`config.mk`:
```
export PLATFORM = sky130hd
export DESIGN_NAME = bus_fabric
export DESIGN_NICKNAME = d
export VERILOG_FILES = /design/src/rtl/bus_fabric.sv
export SDC_FILE = /design/constraint.sdc
export NUM_CORES = 1
export LEC_CHECK = 0
export ABC_AREA = 1
export CORE_AREA = 2 2 100 102
export DETAILED_ROUTE_END_ITERATION = 8
export DIE_AREA = 0 0 102 104
export MAX_ROUTING_LAYER = met4
export PLACE_DENSITY = 0.71
export SYNTH_ARGS = -nofsm -noshare
export SYNTH_HDL_FRONTEND = slang
export SYNTH_SLANG_ARGS = --single-unit
```
`constraint.sdc`:
```
create_clock -name clk -period 2.5 [get_ports clk]
set_clock_uncertainty 0.1 [all_clocks]
set_input_delay 0.625 -clock clk [delete_from_list [all_inputs] [get_ports clk]]
set_output_delay 0.625 -clock clk [all_outputs]
set_load 0.05 [all_outputs]
```
`src/rtl/bus_fabric.sv`:
```
// bus_fabric: registered address capture, base/mask slave decode, per-slave
// wait states on cpu_rdy, maskable edge/level IRQ controller and an
// unmapped-access error counter behind a 4-byte control window.
//
// Handshake: cpu_rdy acts as "ready" for the CPU address phase. On every
// posedge clk with cpu_rdy=1 the CPU's address/we/data are accepted, and the
// previously captured access completes in that same cycle. cpu_rdy=0 stalls
// the CPU and freezes the captured access until its wait count expires.
module bus_fabric #(
   parameter int                         NUM_SLAVES    = 4,
   parameter logic [16*NUM_SLAVES-1:0]   BASE          = {16'h8000, 16'h6000, 16'h5000, 16'h0000},
   parameter logic [16*NUM_SLAVES-1:0]   MASK          = {16'h8000, 16'hFFF0, 16'hFFF0, 16'hC000},
   parameter logic [4*NUM_SLAVES-1:0]    WAIT          = {4'd0, 4'd1, 4'd2, 4'd0},
   parameter logic [15:0]                CTRL_BASE     = 16'h5F00,
   parameter logic [7:0]                 UNMAPPED_DATA = 8'hFF
) (
   input  logic                      clk,
   input  logic                      reset,
   input  logic [15:0]               cpu_addr,
   input  logic                      cpu_we,
   input  logic [7:0]                cpu_do,
   output logic [7:0]                cpu_di,
   output logic                      cpu_rdy,
   output logic                      cpu_irq,
   output logic [15:0]               slv_addr,
   output logic [NUM_SLAVES-1:0]     slv_cs,
   output logic                      slv_we,
   output logic [7:0]                slv_wdata,
   input  logic [8*NUM_SLAVES-1:0]   slv_rdata,
   input  logic [7:0]                irq_in,
   output logic [3:0]                dbg_wait_cnt
);

   logic       we_q;
   logic [3:0] cnt, cnt_next, cap_wait;
   logic       cap_hit;
   logic       ctrl_hit, sel_hit, unmapped, reg_wr;
   logic [7:0] sel_rdata, ctrl_rdata;
   logic [7:0] irq_mask, irq_mode, edge_lat, irq_q, pending, clr_bits, err_count;

   // Wait count of the access being presented by the CPU (ctrl/unmapped = 0)
   always_comb begin
      cap_wait = '0;
      cap_hit  = 1'b0;
      if (cpu_addr[15:2] != CTRL_BASE[15:2]) begin
         for (int i = 0; i < NUM_SLAVES; i++) begin
            if (!cap_hit && ((cpu_addr & MASK[16*i +: 16]) == BASE[16*i +: 16])) begin
               cap_hit  = 1'b1;
               cap_wait = WAIT[4*i +: 4];
            end
         end
      end
   end

   assign ctrl_hit = (slv_addr[15:2] == CTRL_BASE[15:2]);

   // Decode of the captured address: lowest matching slave wins, ctrl window overrides
   always_comb begin
      slv_cs    = '0;
      sel_hit   = 1'b0;
      sel_rdata = UNMAPPED_DATA;
      if (!ctrl_hit) begin
         for (int i = 0; i < NUM_SLAVES; i++) begin
            if (!sel_hit && ((slv_addr & MASK[16*i +: 16]) == BASE[16*i +: 16])) begin
               sel_hit   = 1'b1;
               slv_cs[i] = 1'b1;
               sel_rdata = slv_rdata[8*i +: 8];
            end
         end
      end
   end

   assign unmapped = !ctrl_hit && !sel_hit;

   // Wait counter state register
   always_ff @(posedge clk or posedge reset) begin
      if (reset) cnt <= '0;
      else       cnt <= cnt_next;
   end

   // Wait counter next state: reload at capture, otherwise count down
   always_comb begin
      cnt_next = (cnt == 4'd0) ? cap_wait : cnt - 4'd1;
   end

   // Wait FSM outputs: ready when idle, one write strobe in the completing cycle
   always_comb begin
      cpu_rdy      = (cnt == 4'd0);
      slv_we       = we_q & cpu_rdy & sel_hit;
      dbg_wait_cnt = cnt;
   end

   // Capture the CPU address phase whenever the fabric is ready
   always_ff @(posedge clk or posedge reset) begin
      if (reset) begin
         slv_addr  <= '0;
         we_q      <= 1'b0;
         slv_wdata <= '0;
      end else if (cpu_rdy) begin
         slv_addr  <= cpu_addr;
         we_q      <= cpu_we;
         slv_wdata <= cpu_do;
      end
   end

   assign reg_wr   = we_q & cpu_rdy & ctrl_hit;
   assign clr_bits = (reg_wr && slv_addr[1:0] == 2'd0) ? slv_wdata : 8'h00;
   assign pending  = (irq_mode & edge_lat) | (~irq_mode & irq_in);

   // Control register read mux
   always_comb begin
      case (slv_addr[1:0])
         2'd0:    ctrl_rdata = pending & irq_mask;
         2'd1:    ctrl_rdata = irq_mask;
         2'd2:    ctrl_rdata = irq_mode;
         default: ctrl_rdata = err_count;
      endcase
   end

   assign cpu_di = ctrl_hit ? ctrl_rdata : sel_rdata;

   // IRQ controller: mask/mode registers, edge latches (set beats clear), output register
   always_ff @(posedge clk or posedge reset) begin
      if (reset) begin
         irq_mask <= '0;
         irq_mode <= '0;
         edge_lat <= '0;
         irq_q    <= '0;
         cpu_irq  <= 1'b0;
      end else begin
         if (reg_wr && slv_addr[1:0] == 2'd1) irq_mask <= slv_wdata;
         if (reg_wr && slv_addr[1:0] == 2'd2) irq_mode <= slv_wdata;
         // Level-mode bits hold no latched state
         edge_lat <= irq_mode & ((edge_lat & ~clr_bits) | (irq_in & ~irq_q));
         irq_q    <= irq_in;
         cpu_irq  <= |(pending & irq_mask);
      end
   end

   // Saturating count of completed unmapped accesses; write-clear wins
   always_ff @(posedge clk or posedge reset) begin
      if (reset) begin
         err_count <= '0;
      end else if (reg_wr && slv_addr[1:0] == 2'd3) begin
         err_count <= '0;
      end else if (cpu_rdy && unmapped && err_count != 8'hFF) begin
         err_count <= err_count + 8'd1;
      end
   end

endmodule
```
After elaboration in Yosys (flattened, before gate mapping):

Index checks and enable logic that the tools add are counted.

* output and inout bits: 43
* input port bits: 67
* flip-flop bits (word level): 70

* muxes and demuxes: 32
* reduce and logical (&&, ||, !) cells: 27
* eq/ne operators: 10
* bitwise operators: 14
* add/sub/neg operators: 2

Operators by type and width (count)
* two-way mux 8 bit: 8
* AND 8 bit: 6
* == test 12 x 11 -> 1 bit, second input constant: 4
* zero test 16 bit: 2
* inverter 8 bit: 3
* case mux 8 bit (3 select lines): 1
* two-way mux 1 bit: 17
* two-way mux 4 bit: 4
* bitwise OR 8 bit: 2
* == test 14 x 13 -> 1 bit, second input constant: 1
* inequality test 14 x 13 -> 1 bit, second input constant: 1
* logical AND 1 bit: 13
* adder 8 x 1 -> 8 bit, second input constant: 1
* zero test 1 bit: 8
* inequality test 8 bit, second input constant: 1
* OR reduction 8 bit: 1
* == test 2 bit, second input constant: 2
* zero test 4 bit: 1
* two-way mux 2 bit: 2
* subtractor 4 x 1 -> 4 bit, second input constant: 1
* AND 1 bit: 3
* == test 2 x 1 -> 1 bit, second input constant: 1
* zero test 2 bit: 1
* nonzero test 2 bit: 1

Depth between registers and ports, before layout:

Gate-level depths: netlist (run 1).

* word-level depth: 21
* mapped depth: 10
* depth with buffers taken out: 10

Least setup slack after synthesis (run 1):

No wires, ideal clock.

* path type: register -> output
* start: reg slv_addr[14]
* end: out slv_we
* arrival time: 2670 ps
* slack: -895 ps
* required time: 1775 ps
* cell stages (with the launch flop): 6
* buffers on the path: 0
* cells stage by stage: dfrtp_1 > nor2_1 > clkinv_1 > nand3_1 > nor2_1 > nor2_1

* word-level cells in the longest chain between the ends: 16
* elaborated cells between the ends (all ways): 19

RTL lines
* start, declared: RTL line 25 `output logic [15:0] slv_addr,`
* start signal, assigned: RTL line 100 `slv_addr <= cpu_addr;`
* zero test 16 bit: RTL line 64 `if (!sel_hit && ((slv_addr & MASK[16*i +: 16]) == BASE[16*i +: 16])) begin`
* two-way mux 1 bit: RTL line 64
* two-way mux 1 bit: RTL line 62 `if (!ctrl_hit) begin`
* zero test 1 bit: RTL line 64
* logical AND 1 bit: RTL line 64
* two-way mux 1 bit: RTL line 64
* two-way mux 1 bit: RTL line 62
* zero test 1 bit: RTL line 64
* logical AND 1 bit: RTL line 64
* two-way mux 1 bit: RTL line 64
* two-way mux 1 bit: RTL line 62
* zero test 1 bit: RTL line 64
* logical AND 1 bit: RTL line 64
* two-way mux 1 bit: RTL line 64
* two-way mux 1 bit (*): RTL line 62
* AND 1 bit (*): RTL line 89 `slv_we = we_q & cpu_rdy & sel_hit;`
* end, declared: RTL line 27 `output logic slv_we,`

Every way passes the cells marked *; elsewhere a longest branch is shown, timed or not. The select of a mux whose other input is x is not followed.

Final worst setup path (run 1):

* start: reg slv_addr[4]
* end: out cpu_di[4]

* word-level cells in the longest chain between the ends: 12
* elaborated cells between the ends (all ways): 16

RTL lines
* == test 12 x 11 -> 1 bit: RTL line 64
* logical AND 1 bit: RTL line 64
* two-way mux 1 bit: RTL line 64
* two-way mux 1 bit: RTL line 62
* zero test 1 bit: RTL line 64
* logical AND 1 bit: RTL line 64
* two-way mux 1 bit: RTL line 64
* two-way mux 1 bit: RTL line 62
* zero test 1 bit: RTL line 64
* logical AND 1 bit: RTL line 64
* two-way mux 8 bit: RTL line 64
* two-way mux 8 bit (*): RTL line 120 `assign cpu_di = ctrl_hit ? ctrl_rdata : sel_rdata;`
* end, declared: RTL line 22 `output logic [7:0] cpu_di,`

Marked as above.

==> results of run 1 <==
-- per-layer routing --
metal	share of wire, %	vias up	wire [um]
met5	0	-	0
met1	42	1747	4584
li1	-	1812	-
met3	2.9	22	315
met2	53	102	5665
met4	2.0	0	220
-- state kept, by name (all words and copies together), names as in the netlist --
signal and cells:
edge_lat 8, we_q 1, slv_wdata 8, cpu_irq 1, dbg_wait_cnt 4, irq_q 8
irq_mode 8, irq_mask 8, err_count 8, slv_addr 16
-- worst max-delay path: stages, from the launching register on --
cell and delay, ps:
dfrtp_1 420, nor2_2 130, nand2_2 100, nor2_4 250, nand2_4 110, nor2_1 100, nor2_1 50, o211ai_1 100
nand3_2 120, buf_12 170
-- report_power, final --
group	internal [uW]	switching [uW]	total (uW)
Clock	577	475	1050
Sequential	1400	289	1690
Combinational	1360	2390	3750
-- how the worst max path moves through the flow --
stage | start | to | slack (ps) | cells after the start
floorplan | slv_addr[14] | slv_we | 9 | 5
global placement | irq_in[4] | cpu_di[4] | -280 | 8
detailed placement | irq_in[4] | cpu_di[4] | -340 | 8
CTS | slv_addr[15] | cpu_di[2] | -150 | 9
global route | slv_addr[6] | cpu_di[4] | -270 | 9
finish | slv_addr[4] | cpu_di[4] | -150 | 9
-- synth_stat cells --
cell type	instances	share of area, %
nand3_1	27	3.7
nor3_1	4	0.54
o2111ai_1	3	0.71
clkbuf_1	10	1.0
buf_6	2	0.61
a22oi_1	1	0.20
nand3_2	1	0.27
xor2_1	5	1.2
nand3_4	3	1.4
nand2_2	1	0.17
nor4_1	2	0.34
nor2_8	1	0.54
inv_1	52	5.3
inv_2	4	0.41
buf_2	2	0.27
o21ai_1	4	0.54
a21boi_0	4	0.81
or2_2	1	0.17
nor2_1	56	5.7
nor3b_2	1	0.34
o21ai_0	35	4.7
nand3b_1	7	1.4
nand2_1	118	12
ha_1	2	0.68
a21oi_1	9	1.2
dfrtp_1	70	47
o211ai_1	14	2.8
nand4_1	6	1.0
xnor2_1	1	0.24
nor3_4	1	0.44
clkinv_1	1	0.10
o21ai_2	16	3.8
-- timing repair --
item	CTS	global route
gates cloned	1	1
buffers inserted	8	9
hold buffers	0	0
hold endpoints to repair	0	0
endpoints found under the setup margin	10	12
pin swaps	24	12
resized for setup	39	15
-- through the flow --
step	power (uW)	hold WS (ps)	setup slack (ps)	std cells
after global routing	6847	340.6	-268.8	747
after CTS	6418	394.2	-153.9	737
final	6495	341.3	-149.4	747
after floorplan	3823	355.0	9.471	464
after global placement	5187	366.5	-278.9	713
after detailed placement	5229	373.9	-337.4	713
-- placed cells by master, fill, tap and decap left out, types with 2 or more instances in the layout --
| cell type | count |
|---|---|
| a21boi_2 | 4 |
| a21oi_1 | 5 |
| a21oi_2 | 4 |
| buf_12 | 14 |
| buf_4 | 35 |
| buf_6 | 2 |
| bufinv_16 | 2 |
| clkbuf_8 | 9 |
| clkdlybuf4s50_1 | 87 |
| clkinvlp_4 | 3 |
| dfrtp_1 | 66 |
| dfrtp_2 | 4 |
| dlygate4sd2_1 | 4 |
| dlymetal6s2s_1 | 4 |
| ha_1 | 2 |
| inv_1 | 46 |
| inv_2 | 7 |
| inv_6 | 2 |
| nand2_1 | 112 |
| nand2_2 | 5 |
| nand2_4 | 4 |
| nand3_1 | 20 |
| nand3_2 | 8 |
| nand3_4 | 3 |
| nand3b_1 | 7 |
| nand4_1 | 6 |
| nor2_1 | 47 |
| nor2_2 | 7 |
| nor2_4 | 2 |
| nor3_1 | 4 |
| nor4_1 | 2 |
| o2111ai_1 | 3 |
| o211ai_1 | 14 |
| o21ai_0 | 31 |
| o21ai_1 | 6 |
| o21ai_2 | 18 |
| xor2_1 | 5 |
-- area by class of cell --
type                    instances  area share [%]
clock buffers                   9           2.164
multi-input cells             325           31.89
flip-flops and latches         70           30.69
well taps                     133           2.907
clock inverters                 7           1.836
repair buffers                146           26.58
inverters                      57           3.934
-- cell families (layout without fill, tap and decap cells) --
logic type	after synthesis	count (layout)	synth area share (%)
AOI/OAI and AO/OA	86	86	14.86
xor gates and xnor gates	6	6	1.421
adders and majority gates	2	2	0.6767
buffers and inverters	71	219	7.682
DFF	70	70	47.38
and+or+nand+nor	229	231	27.99
==> reports/qor.csv, run 1 <==
stage,metric,value,unit
run_status,run_status,"finished, violations left",
run_status,violations,setup timing,
global_route,grt.overflow.total,0,
setup_path,crit_required,1770,ps
hold_path,worstHoldStart,irq_in[2],
global_route,track_usage,21.44,%
power_and_ir_drop,p_leak,0.002658,uW
placed_design,numPortBuffers,109,
route,via_per_inst,4.930,
yosys,ys_warn_count,0,
route,drt-total-wl,10.79,mm
clock_tree,cts_buffers,9,
sta,setup_viol,9,
setup_path,rr_startpoint,slv_addr[2],
route,first_pass_iters,4,
die,dieWidth,102,um
yosys,netlist_area,3697,um2
cells_and_area,nets,678,
die,num_rows,36,
cells_and_area,fin_util,59.95,%
clock_tree,clkLatencyLatePin,350,ps
hold_path,whs_path_depth,1,
setup_path,rrSetupSlack,510,ps
global_route,grt_max_degree,29,
cells_and_area,final_area,5724,um2
power_and_ir_drop,p_per_area,1135,nW/um2
hold_path,worstHoldPathType,input pin to register,
route,ant_nets,0,
sta,max_slew_margin,65.27,%
global_route,use_met3,3.831,%
die,dieArea,10610,um2
sta,grt_setup_unrepaired,true,
clock_tree,clkTransAtPathRegs,80,ps
global_route,use_met1,26.27,%
placed_design,place_congestion,0.8703,
sta,fin_crit_sh,106.0,%
cells_and_area,n_antenna_cell,0,
clock_tree,ctsRootBufferMaster,clkbuf_8,
sta,min_period,2649,ps
setup_path,rr_endpoint,edge_lat[3],
global_route,grtUsageMet2,35.53,%
sta,fin_setup_tns,-1204,ps
setup_path,path_max_fanout,5,
yosys,avgSynthCellArea,7.968,um2
sta,slew_violations,0,
placed_design,dp_hpwl,7.752,mm
global_route,grt_pass1_wl,17.56,mm
cells_and_area,seqCellArea,1757,um2
setup_path,cp-start-kind,register,
cells_and_area,area_growth,54.82,%
yosys,ys_seq_area_share,47.38,%
setup_path,critical_path_class,register to output pin,
sta,hold_viol,0,
die,core,9549,um2
global_route,antenna_found_initial,0,
cells_and_area,drive_above_1_share,23.13,%
setup_path,reg2reg_depth,8,
yosys,syn_inst,464,
route,first_iter_violations,175,
die,start_util,38.72,%
route,drc,0,
placed_design,dpl_cell_area,5241,um2
setup_path,endpoint_kind,output pin,
yosys,synth_seq_cells,70,
cells_and_area,nFillCells,841,
global_route,grt-busiest-layer,met2,
sta,tightestPinTransition,519.4,ps
clock_tree,cts_num_sinks,70,
global_route,first_global_vias,3684,
power_and_ir_drop,ir_worst_vdd,0.8019,mV
yosys,ys_types,32,
clock_tree,cts_buffer_depth,2,
setup_path,cp.arrival,1920,ps
clock_tree,cts_htree_levels,3,
run,cap_violations,0,
die,io_pins,110,
die,die_h,104,um
clock_tree,cts_tree,built,
sta,max_freq,0.3774,GHz
cells_and_area,multi_input_area,1826,um2
sta,setup_ws,-149.4,ps
route,vias,3683,
hold_path,whs_endpoint,irq_q[2],
yosys,syn_nets,533,
route,avgRoutedWirePerCell,14.44,um
(Power assumes the default switching activity.)
==> inputs of run 2 (changes only) <==
--- a/config.mk
+++ b/config.mk
@@ -10,7 +10,7 @@
 export DETAILED_ROUTE_END_ITERATION = 8
 export DIE_AREA = 0 0 102 104
 export MAX_ROUTING_LAYER = met4
-export PLACE_DENSITY = 0.71
+export PLACE_DENSITY = 0.68
 export SYNTH_ARGS = -nofsm -noshare
 export SYNTH_HDL_FRONTEND = slang
 export SYNTH_SLANG_ARGS = --single-unit
==> constraint.sdc (replaced) <==
create_clock -name clk -period 3 [get_ports clk]
set_clock_uncertainty 0.1 [all_clocks]
set_input_delay 0.75 -clock clk [delete_from_list [all_inputs] [get_ports clk]]
set_output_delay 0.75 -clock clk [all_outputs]
set_load 0.05 [all_outputs]
==> reports/qor.csv, run 2 (synthesis gave the netlist of run 1 again) <==
stage,metric,value,unit,change
run_status,run_status,completed,,
clock_tree,clkTransAtPathRegs,70,ps,about the same
setup_path,rr_startpoint,dbg_wait_cnt[0],,
cells_and_area,fin_util,56.43,%,-3.5 points
cells_and_area,area_growth,45.75,%,
route,first_pass_iters,4,,unchanged
global_route,track_usage,20.44,%,-1.0 points
global_route,antenna_found_initial,0,,unchanged
sta,hold_viol,0,,unchanged
setup_path,crit_required,2150,ps,+380 ps
setup_path,rrSetupSlack,810,ps,+300 ps
setup_path,path_max_fanout,3,,-2
die,start_util,38.72,%,unchanged
power_and_ir_drop,ir_worst_vdd,0.6816,mV,-15%
sta,max_freq,0.3453,GHz,
hold_path,whs_path_depth,2,,+1
cells_and_area,largest_reg_flops,16,,unchanged
die,io_pins,110,,unchanged
power_and_ir_drop,p_per_area,945.1,nW/um2,-17%
power_and_ir_drop,p_leak,0.002439,uW,-8.2%
cells_and_area,multi_input_area,1735,um2,-4.9%
cells_and_area,n_antenna_cell,0,,unchanged
die,num_rows,36,,unchanged
cells_and_area,final_common_cell,nand2_1,,
global_route,grt_pass1_wl,16.81,mm,-4.3%
placed_design,place_congestion,0.8705,,about the same
sta,slew_violations,0,,unchanged
clock_tree,ctsRootBufferMaster,clkbuf_8,,
placed_design,dp_slack,-189.6,ps,+147.8 ps
cells_and_area,mostFrequentLayoutCells,"nand2_1, clkdlybuf4s50_1, dfrtp_1, nor2_1, inv_1",,
clock_tree,cts_buffers,9,,unchanged
clock_tree,clkLatencyLatePin,350,ps,about the same
route,via_per_inst,4.883,,-0.95%
clock_tree,cts_buffer_depth,2,,unchanged
die,die_h,104,um,unchanged
setup_path,cp.arrival,2050,ps,+130 ps
placed_design,dp_hpwl,7.386,mm,-4.7%
hold_path,worstHoldStart,irq_q[0],,
cells_and_area,regMostFlops,slv_addr,,
setup_path,reg2reg_depth,10,,+2
placed_design,numPortBuffers,109,,unchanged
route,ant_nets,0,,unchanged
sta,tightestPinTransition,521.4,ps,+2.014 ps
hold_path,worstHoldPathType,register to register,,
cells_and_area,drive_above_1_share,15.50,%,-7.6 points
die,dieArea,10610,um2,unchanged
clock_tree,cts_hold_buf,0,,unchanged
clock_tree,cts_htree_levels,3,,unchanged
setup_path,critical_path_class,input pin to output pin,,
hold_path,whs_endpoint,edge_lat[0],,
clock_tree,cts_num_sinks,70,,unchanged
sta,setup_viol,0,,-9
route,drt-total-wl,10.14,mm,-6.0%
route,drc,0,,unchanged
global_route,grt_max_degree,54,,+86%
sta,fin_crit_sh,96.54,%,
setup_path,cp-start-kind,input pin,,
power_and_ir_drop,power,5093,uW,-22%
cells_and_area,nets,651,,-4.0%
global_route,grt.overflow.total,0,,unchanged
global_route,first_global_vias,3447,,-6.4%
route,vias,3516,,-4.5%
sta,fin_setup_tns,0,ps,+1204 ps
run,cap_violations,0,,unchanged
sta,hold_slack,388.2,ps,+46.84 ps
sta,setup_ws,103.9,ps,+253.4 ps
sta,max_slew_margin,65.13,%,-0.13 points
setup_path,endpoint_kind,output pin,,
sta,min_period,2896,ps,
cells_and_area,nFillCells,894,,+6.3%
die,core,9549,um2,unchanged
cells_and_area,seqCellArea,1755,um2,about the same
route,avgRoutedWirePerCell,14.09,um,-2.4%
route,first_iter_violations,192,,+9.7%
clock_tree,cts_tree,built,,
die,dieWidth,102,um,unchanged
setup_path,rr_endpoint,err_count[5],,
==> run 2: worst max-delay path, stage by stage <==
cell	delay, ps
clkdlybuf4s50_1	450
o21ai_0	160
nor2_1	90
nand2_1	60
o211ai_1	100
a22oi_1	160
nand2_1	110
buf_12	160
==> run 2: power by group <==
| part | leakage (uW) | total [uW] | switching, uW | internal (uW) |
|---|---|---|---|---|
| combinational | 0.00143 | 2900 | 1880 | 1010 |
| sequential | 0.000904 | 1400 | 229 | 1170 |
| clock | 0.000106 | 797 | 368 | 429 |
| total | 0.00244 | 5090 | 2480 | 2610 |
==> run 2: final cells by class <==
class / instances / area share [%]
flip-flops and latches: 70 / 32.57
inverters: 57 / 3.970
multi-input cells: 324 / 32.20
well taps: 133 / 3.088
clock inverters: 5 / 1.045
repair buffers: 120 / 24.31
clock buffers: 11 / 2.809
==> run 2: metal layers <==
layer	track usage [%]	wire (um)	part of all wire, %	vias to the layer above
met2	31.95	5093	50	72
met5	-	0	0	-
li1	-	-	-	1748
met1	26.83	4567	45	1685
met4	6.381	142	1.4	0
met3	3.965	339	3.3	11
==> run 2: how the worst max path moves through the flow <==
stage	from	end	depth (start not counted)
2_1_floorplan	slv_addr[15]	cpu_di[0]	6
3_3_place_gp	irq_in[4]	cpu_di[4]	8
3_5_place_dp	irq_in[4]	cpu_di[4]	8
4_1_cts	slv_addr[14]	cpu_di[1]	8
5_1_grt	slv_addr[15]	cpu_di[5]	9
6_report	irq_in[7]	cpu_di[7]	8
==> run 2: repair_timing <==
item,CTS,global route
gates resized for setup,11,21
pin swaps,6,10
endpoints found under the setup margin,4,9
buffers inserted,0,3
gates cloned,0,1
==> run 2: stage by stage <==
step,area (um2),std cells
after floorplan,3702,464
after global placement,5082,700
after detailed placement,5082,700
after CTS,5304,716
after global routing,5389,720
final,5389,720
==> RTL change 1, RTL diff (settings of run 2) <==
Reset style: synchronous (`reset`), changed in 4 clocked blocks.
--- a/src/rtl/bus_fabric.sv
+++ b/src/rtl/bus_fabric.sv
@@ -73,7 +73,7 @@
    assign unmapped = !ctrl_hit && !sel_hit;
 
    // Wait counter state register
-   always_ff @(posedge clk or posedge reset) begin
+   always_ff @(posedge clk) begin
       if (reset) cnt <= '0;
       else       cnt <= cnt_next;
    end
@@ -91,7 +91,7 @@
    end
 
    // Capture the CPU address phase whenever the fabric is ready
-   always_ff @(posedge clk or posedge reset) begin
+   always_ff @(posedge clk) begin
       if (reset) begin
          slv_addr  <= '0;
          we_q      <= 1'b0;
@@ -120,7 +120,7 @@
    assign cpu_di = ctrl_hit ? ctrl_rdata : sel_rdata;
 
    // IRQ controller: mask/mode registers, edge latches (set beats clear), output register
-   always_ff @(posedge clk or posedge reset) begin
+   always_ff @(posedge clk) begin
       if (reset) begin
          irq_mask <= '0;
          irq_mode <= '0;
@@ -138,7 +138,7 @@
    end
 
    // Saturating count of completed unmapped accesses; write-clear wins
-   always_ff @(posedge clk or posedge reset) begin
+   always_ff @(posedge clk) begin
       if (reset) begin
          err_count <= '0;
       end else if (reg_wr && slv_addr[1:0] == 2'd3) begin
Function: differs if reset is asserted again (counterexample within 4 cycles, from zero or initial values and one cycle with reset high); with reset held inactive, the same outputs for 4 cycles.
==> RTL change 1 against run 2 <==
Cell area is 3.4% lower; largest power group unchanged; fmax shrank 1.9%; total power decreased by 9.1%; worst setup slack worse by 57 ps; utilization shrank 1.9 points; critical endpoint is now cpu_di[3]; sequential cell count stayed put; routed wire length increased by 3.3%; synthesized area decreased by 5.7%.
==> RTL change 1: results (changes against run 2) <==
| Metric | Value |
|---|---|
| Status | `finished, final reports clean` |
| Placed cells | `732 (+4.6%)` |
| IO Port Bufs | `109 (unchanged)` |
| Post-synthesis mux area share | `0 (unchanged)` |
| Drt total wl | `10,500 um (+3.3%)` |
| Tightest Pin Transition | `626 ps (+104 ps)` |
| Peak per-stage delay on the critical path | `460 ps` |
| H-tree depth | `3 (unchanged)` |
| CTS root buffer | `clkbuf_8` |
| Synth cell count leaders | `nand2_1, inv_1, dfxtp_1` |
| First-pass GRT wire length | `16,900 um (+0.78%)` |
| Antenna cells | `0 (unchanged)` |
| Vias | `3,635 (+3.4%)` |
| Leak | `0.00213 uW (-13%)` |
| Synth area leaders | `dfxtp_1, o21ai_0, nand2_1, inv_1, nor2_1` |
| Layout cell share with drive strength beyond 1 | `0.154 (-0.000805)` |
| Total power | `4630 uW (-9.1%)` |
| Post-synth ARST share | `0 (-1.00)` |
| RePlAce Congestion | `0.928 (+6.6%)` |
| Netlist cell types | `40 (+25%)` |
| Largest net degree at the start of global routing | `19 (-65%)` |
| Synth Area in XOR/XNOR | `0.00503 (-0.00919)` |
| Initial antenna violation count | `0 (unchanged)` |
| Average size of a mapped cell | `7.14 um^2 (-10%)` |
| Sequential fraction of the synthesis area | `0.402 (-0.0718)` |
| Crit path DAT | `2100 ps (+50 ps)` |
| Dpl cell area | `4920 um^2 (-3.3%)` |
| Clock latency at the later pin of the worst-skew pair | `340 ps` |
| Vias/cell | `4.85 (-0.62%)` |
| Main synth FF type | `dfxtp_1` |
| Top reg by flops | `slv_addr` |
| Hpwl dp | `8130 um (+10%)` |
| Total Routing Usage GR | `0.204 (-0.000840)` |
| Max VDD drop | `0.793 mV (+16%)` |
| Reg clk slew, reported paths | `80 ps` |
| CTS Buf Count | `9 (unchanged)` |
| Synthesized-area fraction occupied by adder cells | `0.0108 (+0.00400)` |
| Worst-path fanout max | `2 (-1)` |
| DRT Pass-1 Iters | `5 (+1)` |
| Setup_tns | `0 ps (unchanged)` |
| Worst-path cell with the longest stage delay | `clkdlybuf4s50_1` |
| Syn Nets | `558 (+4.7%)` |
| DR iter-0 viols | `173 (-9.9%)` |
| Number of flip-flops in the largest register | `16 (unchanged)` |
| Dpl ws | `-122 ps (+67.2 ps)` |
| Final nets | `681 (+4.6%)` |
| CTS Buffer Depth | `2 (unchanged)` |
| Synth Area in Compound Gates | `0.234 (+0.0858)` |
| Min-delay worst type | `flop to flop` |
| Total of warnings raised by yosys | `0 (unchanged)` |
-- RTL change 1: cell count changes in the layout (fill, tap and decap cells not counted), sizes merged, moves of 18 or more --
cell   delta
nand3    -18
a21oi    +32
dfxtp    +70
nand2    -39
inv      +24
dfrtp    -70
-- RTL change 1: path summary, 6_finish.rpt --
kind / from / end / slack (ps) / cells past startpoint
worst min-delay path: irq_mode[7] / edge_lat[7] / 340 / 2
worst min register to register: irq_mode[7] / edge_lat[7] / 340 / 2
worst max-delay path: irq_in[3] / cpu_di[3] / 50 / 8
worst max register to register: dbg_wait_cnt[0] / err_count[7] / 1040 / 9
-- RTL change 1: worst max-delay path, delay by kind of cell --
kind                   cells  cell delay [ps]
buffers and inverters      3              660
AO/OA/AOI/OAI              4              580
AND/OR/NAND/NOR            1              120
-- RTL change 1: final cells by class --
type	instances	area (um^2)
clock buffer	9	124
tap	133	166
multi-input combinational	323	1770
clock inverter	7	105
fill	952	4340
inverter	80	305
timing repair buffer	127	1340
sequential	70	1400
-- RTL change 1: report_power, final --
| part | leakage [uW] | internal [uW] | switching [uW] |
|---|---|---|---|
| logic | 0.00145 | 896 | 1580 |
| registers | 0.000573 | 1100 | 177 |
| clock network | 0.000112 | 479 | 391 |
| total | 0.00213 | 2480 | 2150 |
-- RTL change 1: metal layers --
| metal | global-route usage | vias to the layer above | share of wire |
|---|---|---|---|
| met5 | - | - | 0 |
| met4 | 0.0400 | 0 | 0.012 |
| met3 | 0.0457 | 12 | 0.046 |
| met2 | 0.314 | 92 | 0.47 |
| met1 | 0.276 | 1692 | 0.47 |
| li1 | - | 1839 | - |
-- RTL change 1: repair_timing --
item                       CTS  global route
resized for setup            7            21
buffers inserted             0             1
pin swaps                    1             9
setup endpoints to repair    5             9
hold buffers                 0             0
==> RTL change 2, RTL diff (flow settings as in run 2) <==
Without the edit above. The parameter `NUM_SLAVES` goes from 4 to 6.
--- a/src/rtl/bus_fabric.sv
+++ b/src/rtl/bus_fabric.sv
@@ -7,7 +7,7 @@
 // previously captured access completes in that same cycle. cpu_rdy=0 stalls
 // the CPU and freezes the captured access until its wait count expires.
 module bus_fabric #(
-   parameter int                         NUM_SLAVES    = 4,
+   parameter int                         NUM_SLAVES    = 6,
    parameter logic [16*NUM_SLAVES-1:0]   BASE          = {16'h8000, 16'h6000, 16'h5000, 16'h0000},
    parameter logic [16*NUM_SLAVES-1:0]   MASK          = {16'h8000, 16'hFFF0, 16'hFFF0, 16'hC000},
    parameter logic [4*NUM_SLAVES-1:0]    WAIT          = {4'd0, 4'd1, 4'd2, 4'd0},
Ports: changed (resized slv_cs and slv_rdata); port bits go from 110 to 128. No check against the original RTL was run, so the function may have changed too.
==> RTL change 2 against run 2 <==
Worst setup slack got worse by 12 ps; routed wire length decreased by 4.3%; global-route usage decreased by 1.5 points; sequential cell count decreased by 8; sequential power decreased by 13%; synthesized area decreased by 7.3%; cell area decreased by 3.4%; total power increased by 2.1%; critical path type unchanged; highest routed layer unchanged.
==> RTL change 2: results (changes against run 2) <==
| Metric | Value |
|---|---|
| Status | `finished, final reports clean` |
| Delay-heaviest family, CP | `buffers and inverters` |
| Max VDD drop | `0.440 mV (-35%)` |
| PD cells | `999 nW/um^2 (+5.7%)` |
| Clk sink count | `62 (-11%)` |
| Leak | `0.00254 uW (+4.2%)` |
| RePlAce Congestion | `0.858 (-1.4%)` |
| DRT Pass-1 Iters | `5 (+1)` |
| Largest net degree at the start of global routing | `63 (+17%)` |
| Final nets | `672 (+3.2%)` |
| Layout cell share with drive strength beyond 1 | `0.151 (-0.00443)` |
| NonClk Buf Share | `0.269 (+0.0263)` |
| # clk buffers | `10 (-1)` |
| Switching share of power | `0.500 (+0.0126)` |
| Area delta synth->final | `51.9%` |
| Peak per-stage delay on the critical path | `470 ps (+20 ps)` |
| Clock network area share | `0.0358 (-0.00273)` |
| Vias | `3,343 (-4.9%)` |
| First-pass GRT wire length | `15,500 um (-7.6%)` |
| Synth Instances | `462 (-0.43%)` |
| Wl on met1 | `4460 um (-2.5%)` |
| Sequential fraction of the synthesis area | `0.453 (-0.0212)` |
| Dpl ws | `26.0 ps (+216 ps)` |
| Synth cell count leaders | `nand2_1, dfrtp_1, inv_1` |
| Initial antenna violation count | `0 (unchanged)` |
| GRT met1 Usage | `0.243 (-0.0253)` |
| FF/Latch Area | `1550 um^2 (-11%)` |
| H-tree depth | `3 (unchanged)` |
| Syn Nets | `546 (+2.4%)` |
| Fraction of area in multi-input gates | `0.318 (-0.00408)` |
| Worst-path fanout max | `2 (-1)` |
| Min-delay worst type | `flop to flop` |
| IO Port Bufs | `118 (+8.3%)` |
| Final cell count without fillers | `724 (+0.56%)` |
| Dpl cell area | `4940 um^2 (-2.8%)` |
| Number of gates resized after CTS | `3 (-8)` |
| Final Core Density | `0.545 (-0.0191)` |
| FILL cells | `912 (+2.0%)` |
| Max_slew headroom | `0.628 (-0.0230)` |
| DR WL/cell | `13.4 um (-4.9%)` |
| DR iter-0 viols | `182 (-5.2%)` |
| Seq. pwr | `1220 uW (-13%)` |
| Antenna cells | `0 (unchanged)` |
| Multi-input gates | `325 (+0.31%)` |
| Routing usage on met3 | `0.0397 (unchanged)` |
| Bufs w/o clock | `128 (+6.7%)` |
| Hpwl dp | `7400 um (+0.23%)` |
| Combinational Power Share | `0.628 (+0.059)` |
| Non-clk invs | `62 (+8.8%)` |
| Multi-input logic area | `1660 um^2 (-4.6%)` |
| WL met2 | `4590 um (-9.9%)` |
| Placed cells | `708 (+1.1%)` |
| Netlist cell types | `33 (+3.1%)` |
| Total Routing Usage GR | `0.190 (-0.0147)` |
| Post-CTS Setup Inserts | `1 (+1)` |
| GRT met2 Usage | `0.302 (-0.0174)` |
| Synth area leaders | `dfrtp_1, nand2_1, inv_1, nand3_1, o21ai_0` |
| Met3 WL | `532 um (+57%)` |
RTL change 2: worst paths after layout:
check	start	to	slack, ps	depth (start not counted)
min	we_q	we_q	380	2
max	irq_in[5]	cpu_di[5]	90	8
max reg2reg	dbg_wait_cnt[0]	dbg_wait_cnt[0]	930	10
min in group asynchronous	reset	dbg_wait_cnt[2]	690	3
min reg2reg	we_q	we_q	380	2
max in group asynchronous	reset	slv_addr[15]	1820	3
RTL change 2: logic make-up (layout without fill, tap and decap cells):
| family | Yosys count | after routing | share of synthesized area |
|---|---|---|---|
| flip-flops | 62 | 62 | 0.453 |
| AND/OR/NAND/NOR | 256 | 256 | 0.337 |
| adder cells (fa/ha/maj) | 1 | 1 | 0.00365 |
| buffers and inverters | 75 | 204 | 0.0931 |
| AO/OA/AOI/OAI | 67 | 67 | 0.113 |
| other | 1 | 1 | 0.00109 |
